[src/rtl/apb_mux_pkg.sv]
// apb_mux_pkg: shared state type, response codes and address decode helper
package apb_mux_pkg;
    typedef enum logic [1:0] {IDLE, FWD, ERR} state_t;
    localparam logic RESP_OKAY = 1'b0;
    localparam logic RESP_SLVERR = 1'b1;
    function automatic logic [31:0] addr_to_idx(input logic [31:0] addr, input logic [31:0] base, input int unsigned bits);
        return (addr - base) >> bits;
    endfunction
endpackage

[src/rtl/apb_watchdog.sv]
// apb_watchdog: counts stalled access ticks and flags when the limit is reached
module apb_watchdog #(
    parameter int TimeoutCycles = 16
) (
    input  logic clk,
    input  logic rst,
    input  logic clr,
    input  logic tick,
    output logic expired
);
    localparam int CW = $clog2(TimeoutCycles);
    logic [CW-1:0] cnt;
    // counter saturates at the limit because tick is gated off once expired
    always_ff @(posedge clk) begin
        if (rst || clr) cnt <= '0;
        else if (tick) cnt <= cnt + 1'b1;
    end
    assign expired = cnt == CW'(TimeoutCycles - 1);
endmodule

[src/rtl/apb_slave_mux.sv]
// apb_slave_mux: APB 1-to-N decoder/mux with unmapped-error completion and per-slave timeout fencing
module apb_slave_mux
    import apb_mux_pkg::*;
#(
    parameter int          NumSlaves     = 4,
    parameter int          SlaveAddrBits = 12,
    parameter logic [31:0] BaseAddr      = 32'h4000_0000,
    parameter int          TimeoutCycles = 16
) (
    input  logic                   a_clk,
    input  logic                   a_reset,
    input  logic                   p_clk_en,
    input  logic [31:0]            p_addr,
    input  logic                   p_sel,
    input  logic                   p_enable,
    input  logic                   p_write,
    input  logic [31:0]            p_wdata,
    output logic [31:0]            p_rdata,
    output logic                   p_ready,
    output logic                   p_slverr,
    output logic [NumSlaves-1:0]   s_sel,
    output logic                   s_enable,
    output logic [31:0]            s_addr,
    output logic                   s_write,
    output logic [31:0]            s_wdata,
    input  logic [NumSlaves*32-1:0] s_rdata,
    input  logic [NumSlaves-1:0]   s_ready,
    input  logic [NumSlaves-1:0]   s_slverr,
    output logic [NumSlaves-1:0]   fenced
);
    localparam int IW = NumSlaves > 1 ? $clog2(NumSlaves) : 1;
    state_t state, state_n;
    logic [IW-1:0] idx, idx_n;
    logic [31:0] k;
    logic [NumSlaves-1:0] oh_k, oh_idx;
    logic [31:0] rd [NumSlaves];
    logic hit, setup, acc, expired, rdy, to, err_acc;
    for (genvar i = 0; i < NumSlaves; i++) begin : g_rd
        assign rd[i] = s_rdata[32*i +: 32];
    end
    assign k = addr_to_idx(p_addr, BaseAddr, SlaveAddrBits);
    assign oh_k = NumSlaves'(1) << k;
    assign oh_idx = NumSlaves'(1) << idx;
    assign hit = (p_addr >= BaseAddr) && (k < NumSlaves) && !(|(oh_k & fenced));
    assign setup = p_sel && !p_enable;
    assign acc = p_sel && p_enable;
    assign rdy = s_ready[idx];
    assign to = state == FWD && acc && expired && !rdy;
    assign err_acc = state == ERR && acc;
    apb_watchdog #(.TimeoutCycles(TimeoutCycles)) u_wd (
        .clk(a_clk),
        .rst(a_reset),
        .clr(p_clk_en && state == IDLE),
        .tick(p_clk_en && state == FWD && acc && !rdy && !expired),
        .expired(expired)
    );
    // next state and latched slave index; a slave response beats the timeout
    always_comb begin
        state_n = state;
        idx_n = idx;
        if (p_clk_en) begin
            case (state)
                IDLE: begin
                    if (setup) begin
                        idx_n = k[IW-1:0];
                        state_n = hit ? FWD : ERR;
                    end
                end
                FWD: state_n = (!p_sel || (p_enable && (rdy || expired))) ? IDLE : FWD;
                ERR: state_n = (!p_sel || p_enable) ? IDLE : ERR;
                default: state_n = IDLE;
            endcase
        end
    end
    // state register; the fence is sticky until reset
    always_ff @(posedge a_clk) begin
        if (a_reset) begin
            state <= IDLE;
            idx <= '0;
            fenced <= '0;
        end else if (p_clk_en) begin
            state <= state_n;
            idx <= idx_n;
            if (to) fenced <= fenced | oh_idx;
        end
    end
    // response mux; setup is forwarded to the slave in the same cycle it is decoded
    always_comb begin
        s_sel = state == IDLE ? (oh_k & {NumSlaves{p_sel && hit}}) : state == FWD ? (oh_idx & {NumSlaves{p_sel}}) : '0;
        p_ready = state == FWD ? (rdy || to) : err_acc;
        p_slverr = (to || err_acc) ? RESP_SLVERR : state == FWD ? s_slverr[idx] : RESP_OKAY;
        p_rdata = (state == FWD && !to) ? rd[idx] : '0;
    end
    assign s_enable = p_enable && state == FWD;
    assign s_addr = p_addr;
    assign s_write = p_write;
    assign s_wdata = p_wdata;
endmodule

[config.mk]
export PLATFORM = sky130hd
export DESIGN_NAME = apb_slave_mux
export DESIGN_NICKNAME = d
export VERILOG_FILES = /design/src/rtl/apb_mux_pkg.sv /design/src/rtl/apb_watchdog.sv /design/src/rtl/apb_slave_mux.sv
export SDC_FILE = /design/constraint.sdc
export NUM_CORES = 1
export LEC_CHECK = 0
export ABC_AREA = 1
export BUFFER_PORTS_ARGS = -buffer_cell sky130_fd_sc_hd__clkbuf_2
export CORE_AREA = 3 3 122 124
export DETAILED_ROUTE_END_ITERATION = 8
export DIE_AREA = 0 0 125 127
export PLACE_DENSITY = 0.49
export SLEW_MARGIN = 20
export SYNTH_ARGS = -nofsm -noshare
export SYNTH_HDL_FRONTEND = slang
export SYNTH_SLANG_ARGS = --single-unit
[constraint.sdc]
create_clock -name a_clk -period 1.9 [get_ports a_clk]
set_input_delay 0.19 -clock a_clk [delete_from_list [all_inputs] [get_ports a_clk]]
set_output_delay 0.19 -clock a_clk [all_outputs]
set_load 0.02 [all_outputs]
Yosys cells after proc, flatten, opt, wreduce, memory -nomap -nowiden
Cells that the tools add are included.

word-level totals
  input bits = 206
  logic and storage cells = 73
  bits in registers = 12
  output and inout bits = 108

cells by class
  add/sub/neg operators = 2
  multiplexer cells = 18
  magnitude comparators = 4
  bitwise logic cells = 5
  shifts and indexed selects = 2
  reductions and logical operators = 34
  equal/unequal tests = 4

operator list
  cell                    count
  $mux 32                 3
  $bmux 32 s2             1
  $ge 32x31->1 const B    1
  $sub 32x31->32 const B  1
  $lt 20x3->1 const B     1
  $shl 1x20->4 const A    1
  $logic_and 1x1->1       17
  $and 4x4->4             3
  $mux 4                  2
  $logic_not 1->1         6
  $logic_or 1x1->1        6
  $mux 1                  6
  $mux 2                  3
  $pmux 2 s3              1
  $add 4x1->4 const B     1
  $bmux 1 s2              2
  $eq 4x4->1 const B      1
  $or 4x4->4              1
  $reduce_and 2->1        2
  $reduce_or 4->1         1
  $shl 1x2->4 const A     1
  $ge 3x3->1 const B      1
  $lt 2x3->1 const B      1
  $not 2->3               1
  5 further kinds         5

Longest topological paths before layout
  depth after elaboration = 9
  depth in mapped cells = 13
  gate-level depth less buffers = 13

By module
A second synthesis with hierarchy kept.

second synthesis, totals
  cells, all modules = 379
  area total of the unflattened synthesis = 2218.4 um2

by module, submodules not included
  module         times used  sequential area each (um2)  cells each  area an instance (um2)
  apb_slave_mux  1           160.2                       355         2042.0
  apb_watchdog   1           80.1                        24          176.4

Worst setup path after synthesis
Ideal clock, no wire load.

  kind = input to output
  start = input p_addr[30]
  end = output s_sel[2]
  cell stages on the path = 11
  data arrival time = 1.592 ns
  path buffers = 0
  required time = 1.710 ns
  setup slack = 0.118 ns
  cells stage by stage = inv_1 -> ha_1 -> nand2_1 -> nor2_1 -> nand2_1 -> nor2_1 -> nand2_1 -> nor2_1 -> nor2_1 -> nand3_1 -> o21ai_0

on the way
  longest elaborated chain between the ends = 9
  elaborated cells between the ends (all ways) = 12
  classes of those cells = add/sub: 1; order compare: 2; shift: 1; mux: 1; bitwise: 2; reduce/logical: 5

ends and longest elaborated chain
  item                                                                    RTL line             source
  start, declared                                                         apb_slave_mux.sv:13  input logic [31:0] p_addr,
  parallel branches: the longest is 7 deep, another holds $sub 32x31->32  --
  $and 4x4->4 *                                                           apb_slave_mux.sv:89  s_sel = state == IDLE ? (oh_k & {NumSlaves{p_sel && hit}}) : state == FWD ? (oh_idx & {NumSlaves{p_sel}}) : '0 ...
  $mux 4 *                                                                apb_slave_mux.sv:89
  end, declared                                                           apb_slave_mux.sv:21  output logic [NumSlaves-1:0] s_sel,

Every way passes the cells marked *.

Worst setup path in the final report
  start = register idx[0]
  end = output p_rdata[27]

on the way
  longest elaborated chain between the ends = 7
  elaborated cells between the ends (all ways) = 11
  classes of those cells = mux: 6; bitwise: 1; reduce/logical: 4

ends and longest elaborated chain
  item                          RTL line             source
  start, declared               apb_slave_mux.sv:33  logic [IW-1:0] idx, idx_n;
  start signal, assigned        apb_slave_mux.sv:83  idx <= idx_n;
  $bmux 1 s2                    apb_slave_mux.sv:47  assign rdy = s_ready[idx];
  $mux 1 (implied by the code)  apb_slave_mux.sv:47
  $logic_not 1->1               apb_slave_mux.sv:48  assign to = state == FWD && acc && expired && !rdy;
  $logic_and 1x1->1             apb_slave_mux.sv:48
  $logic_not 1->1               apb_slave_mux.sv:92  p_rdata = (state == FWD && !to) ? rd[idx] : '0;
  $logic_and 1x1->1             apb_slave_mux.sv:92
  $mux 32 *                     apb_slave_mux.sv:92
  end, declared                 apb_slave_mux.sv:18  output logic [31:0] p_rdata,

Mark *: on every way between the ends. The rest lies on a longest branch, timed or not. The select of a mux whose other input is x is not followed.

==> summary.txt <==
Detailed routing
  – # DRC: 0
  – DR vias: 3340
  – Total Wirelength: 12210 um
  – Routed len/inst: 15.69 um
  – Initial DRC count: 146
  – Post-DRT Antenna Nets: 0
  – DRT Pass-1 Iters: 4
  – Vias per std cell: 4.293

Clock tree
  – Worst-path clk slew: 40 ps
  – TritonCTS buffer count: 3
  – Worst skew pair latency: 240 ps
  – Clock root cell: clkbuf_16
  – Sink Count: 12
  – Worst-case clock buffer depth: 2
  – H-tree levels: 1
  – Hold-fix buffer count after cts: 0
  – CTS tree: done

Critical path
  – Worst setup SP type: register
  – Max Fanout on Critical Path: 8
  – Setup CP Type: reg -> out
  – Crit end category: output port
  – Worst EP required: 1710 ps
  – Worst EP arrival: 1710 ps

Die
  – # rows: 43
  – Die H: 127 um
  – Core area: 13880 sq um
  – Starting density of the core: 16.05%
  – Die X: 125 um
  – # IOs: 314
  – Die footprint: 15880 sq um

Pwr
  – Total leakage power: 1.951 nW
  – P per Cell Area: 289.3 nW/um^2
  – Clock network fraction of total power: 31.1%
  – Total power: 0.001230 W
  – Psw: 0.0004244 W
  – Peak VDD IR: 0.2345 mV
  – Flop pwr share: 21.3%
  – Sw Share: 34.51%
  – Int Pwr: 0.0008054 W
  – Gate power share: 47.6%

Global route
  – GRT Total Usage: 13.33%
  – Global route overflow: 0
  – Pin count of the biggest net entering global routing: 29
  – Antenna violations before repair: 0
  – First-pass GRT wire length: 17090 um
  – Vias in the first global route: 3166

Logic synthesis
  – Synth Area in Adders: 1.684%
  – Mux contribution to synthesized area: 0%
  – Post-synth top area cell: buf_4
  – Mapped cell area: 2228 sq um
  – Mean post-synth cell area: 5.803 sq um
  – Xor and xnor fraction of the mapped netlist area: 0%
  – Post-synthesis compound-gate area fraction: 27.18%
  – Top-area cell type share of the netlist area: 21.90%
  – Yosys reg bits: 12
  – Synth Net Count: 593
  – Register area share after synthesis: 10.78%
  – Post-synth cell types: 24
  – Synth top area cells: buf_4, nand2_1, dfxtp_1
  – Synthesis Warnings: 0
  – Largest family of logic cells by synthesized area: simple AND/OR/NAND/NOR gates
  – Syn Inst Count: 384
  – Synth Area in Simple Gates: 31.72%

Place
  – Detail Placement HPWL: 9944 um
  – Port Buffers: 247
  – Cell Area, Placed: 3465 sq um
  – Total placed cells including tap cells: 771
  – Routability Congestion: 0.8476

STA
  – Final min period: 1899 ps
  – Final setup viols: 0
  – Fin. max-slew vios: 0
  – Rel. slew slack: 61.83%
  – Final-report hold violation count: 0
  – Max Fclk: 526.6 MHz
  – RSZ-0062 raised after global routing: true
  – Clock skew: 2.671 ps
  – Fin crit share: 99.94%
  – Slew at the pin closest to its max-slew limit: 567.3 ps

Cells and area
  – Non-Filler Cell Area, Final: 4250 sq um
  – Area growth from synthesis to layout: 90.74%
  – Ant diodes: 0
  – Filler Cell Count: 1554
  – Layout cells sized above 1: 61.37%
  – Layout Nets: 809
  – Final non-filler cell total: 778

Min path
  – Worst Hold Class: in -> reg

Outcome
  – Status: finished, final reports clean

Job
  – Max Cap Viol: 0
sequential cells by signal, summed over array words and instances (netlist names):
signal and cells:
fenced 4, u_wd.cnt 4, idx 2, state 2
through the flow:
| step | worst slack, ps | hold slack (ps) | TNS, ps | util (%) |
|---|---|---|---|---|
| 2_1_floorplan | 118.0 | 259.1 | 0 | - |
| 3_3_place_gp | -31.14 | 380.1 | -88.39 | 24.96 |
| 3_5_place_dp | -43.87 | 380.1 | -135.3 | 24.96 |
| 4_1_cts | -25.27 | 227.1 | -186.3 | 26.97 |
| 5_1_grt | -89.48 | 237.0 | -2013 | 30.62 |
| 6_report | 1.176 | 229.5 | 0 | 30.62 |
area by class of cell:
class | instances | area, sq um | area share, %
clock buffers | 3 | 75.07 | 1.766
inverters | 24 | 90.09 | 2.120
multi-input cells | 268 | 1760 | 41.42
flip-flops and latches | 12 | 249.0 | 5.858
well taps | 180 | 225.2 | 5.299
repair buffers | 291 | 1851 | 43.54
power groups by stage:
stage | Combinational, W | Sequential [W] | Clock [W]
after floorplan | 0.000351 | 0.000266 | 0
final | 0.000586 | 0.000261 | 0.000382
after global placement | 0.000520 | 0.000267 | 0
after CTS | 0.000533 | 0.000262 | 0.000390
after global routing | 0.000637 | 0.000262 | 0.000406
after detailed placement | 0.000515 | 0.000267 | 0
Yosys cell counts (all sizes together):
master    n
buf      68
nand4     4
nor3      1
o21a      1
nand2   113
inv      24
a22oi    34
o21ai     8
a21oi    13
a31oi    34
dfxtp    12
nor4      2
nand3     8
nor2     46
ha        3
a41oi     1
clkbuf   12
worst max-delay path, cell delays in order (launching register included):
cell,delay (ps)
dfxtp_4,350
inv_2,80
nand2_1,70
inv_2,80
a22oi_2,50
nand2_1,100
inv_2,60
nand2_4,80
nand2_8,100
clkbuf_16,190
a31oi_1,140
buf_4,170
layer usage:
layer,track usage [%],vias to the layer above,share of wire (%)
met5,0,-,0
met4,2.168,0,1.4
met3,3.135,14,7.6
met2,23.60,182,52
met1,16.82,1470,39
li1,-,1674,-
cells in the final DEF, fill, tap and decap left out, drive strengths merged:
cell type	count
nor4	2
o21ai	8
o21a	1
nor3	1
dfxtp	12
a21oi	13
a22oi	34
inv	24
ha	3
a31oi	34
a41oi	1
nand2	113
nand4	4
clkbuf	207
buf	87
nor2	46
nand3	8
path summary, 6_finish.rpt:
| kind | slack [ps] | cells after the start | to | start |
|---|---|---|---|---|
| worst max-delay path | 1 | 11 | p_rdata[27] | idx[0]$_SDFFE_PP0P_ |
| worst min-delay path | 230 | 2 | state[0]$_SDFFE_PP0P_ | a_reset |
| worst max register to register | 230 | 9 | fenced[3]$_SDFFE_PP0P_ | u_wd.cnt[0]$_SDFFE_PP0P_ |
| worst min register to register | 490 | 2 | u_wd.cnt[1]$_SDFFE_PP0P_ | u_wd.cnt[1]$_SDFFE_PP0P_ |
logic make-up (layout without fill, tap and decap cells):
kind of cell / Yosys count / after routing
adder cells (fa/ha/maj): 3 / 3
buffers and inverters: 104 / 318
AND/OR/NAND/NOR: 174 / 174
flip-flops: 12 / 12
AO/OA/AOI/OAI: 91 / 91
repair_timing:
item                                    in CTS  in global routing
setup buffers                                0                  3
cloned                                       0                  1
endpoints found under the setup margin      37                 37
gates resized for setup                     50                147
pin swaps                                    0                 33
No activity file was read; power rests on OpenSTA's default activity.
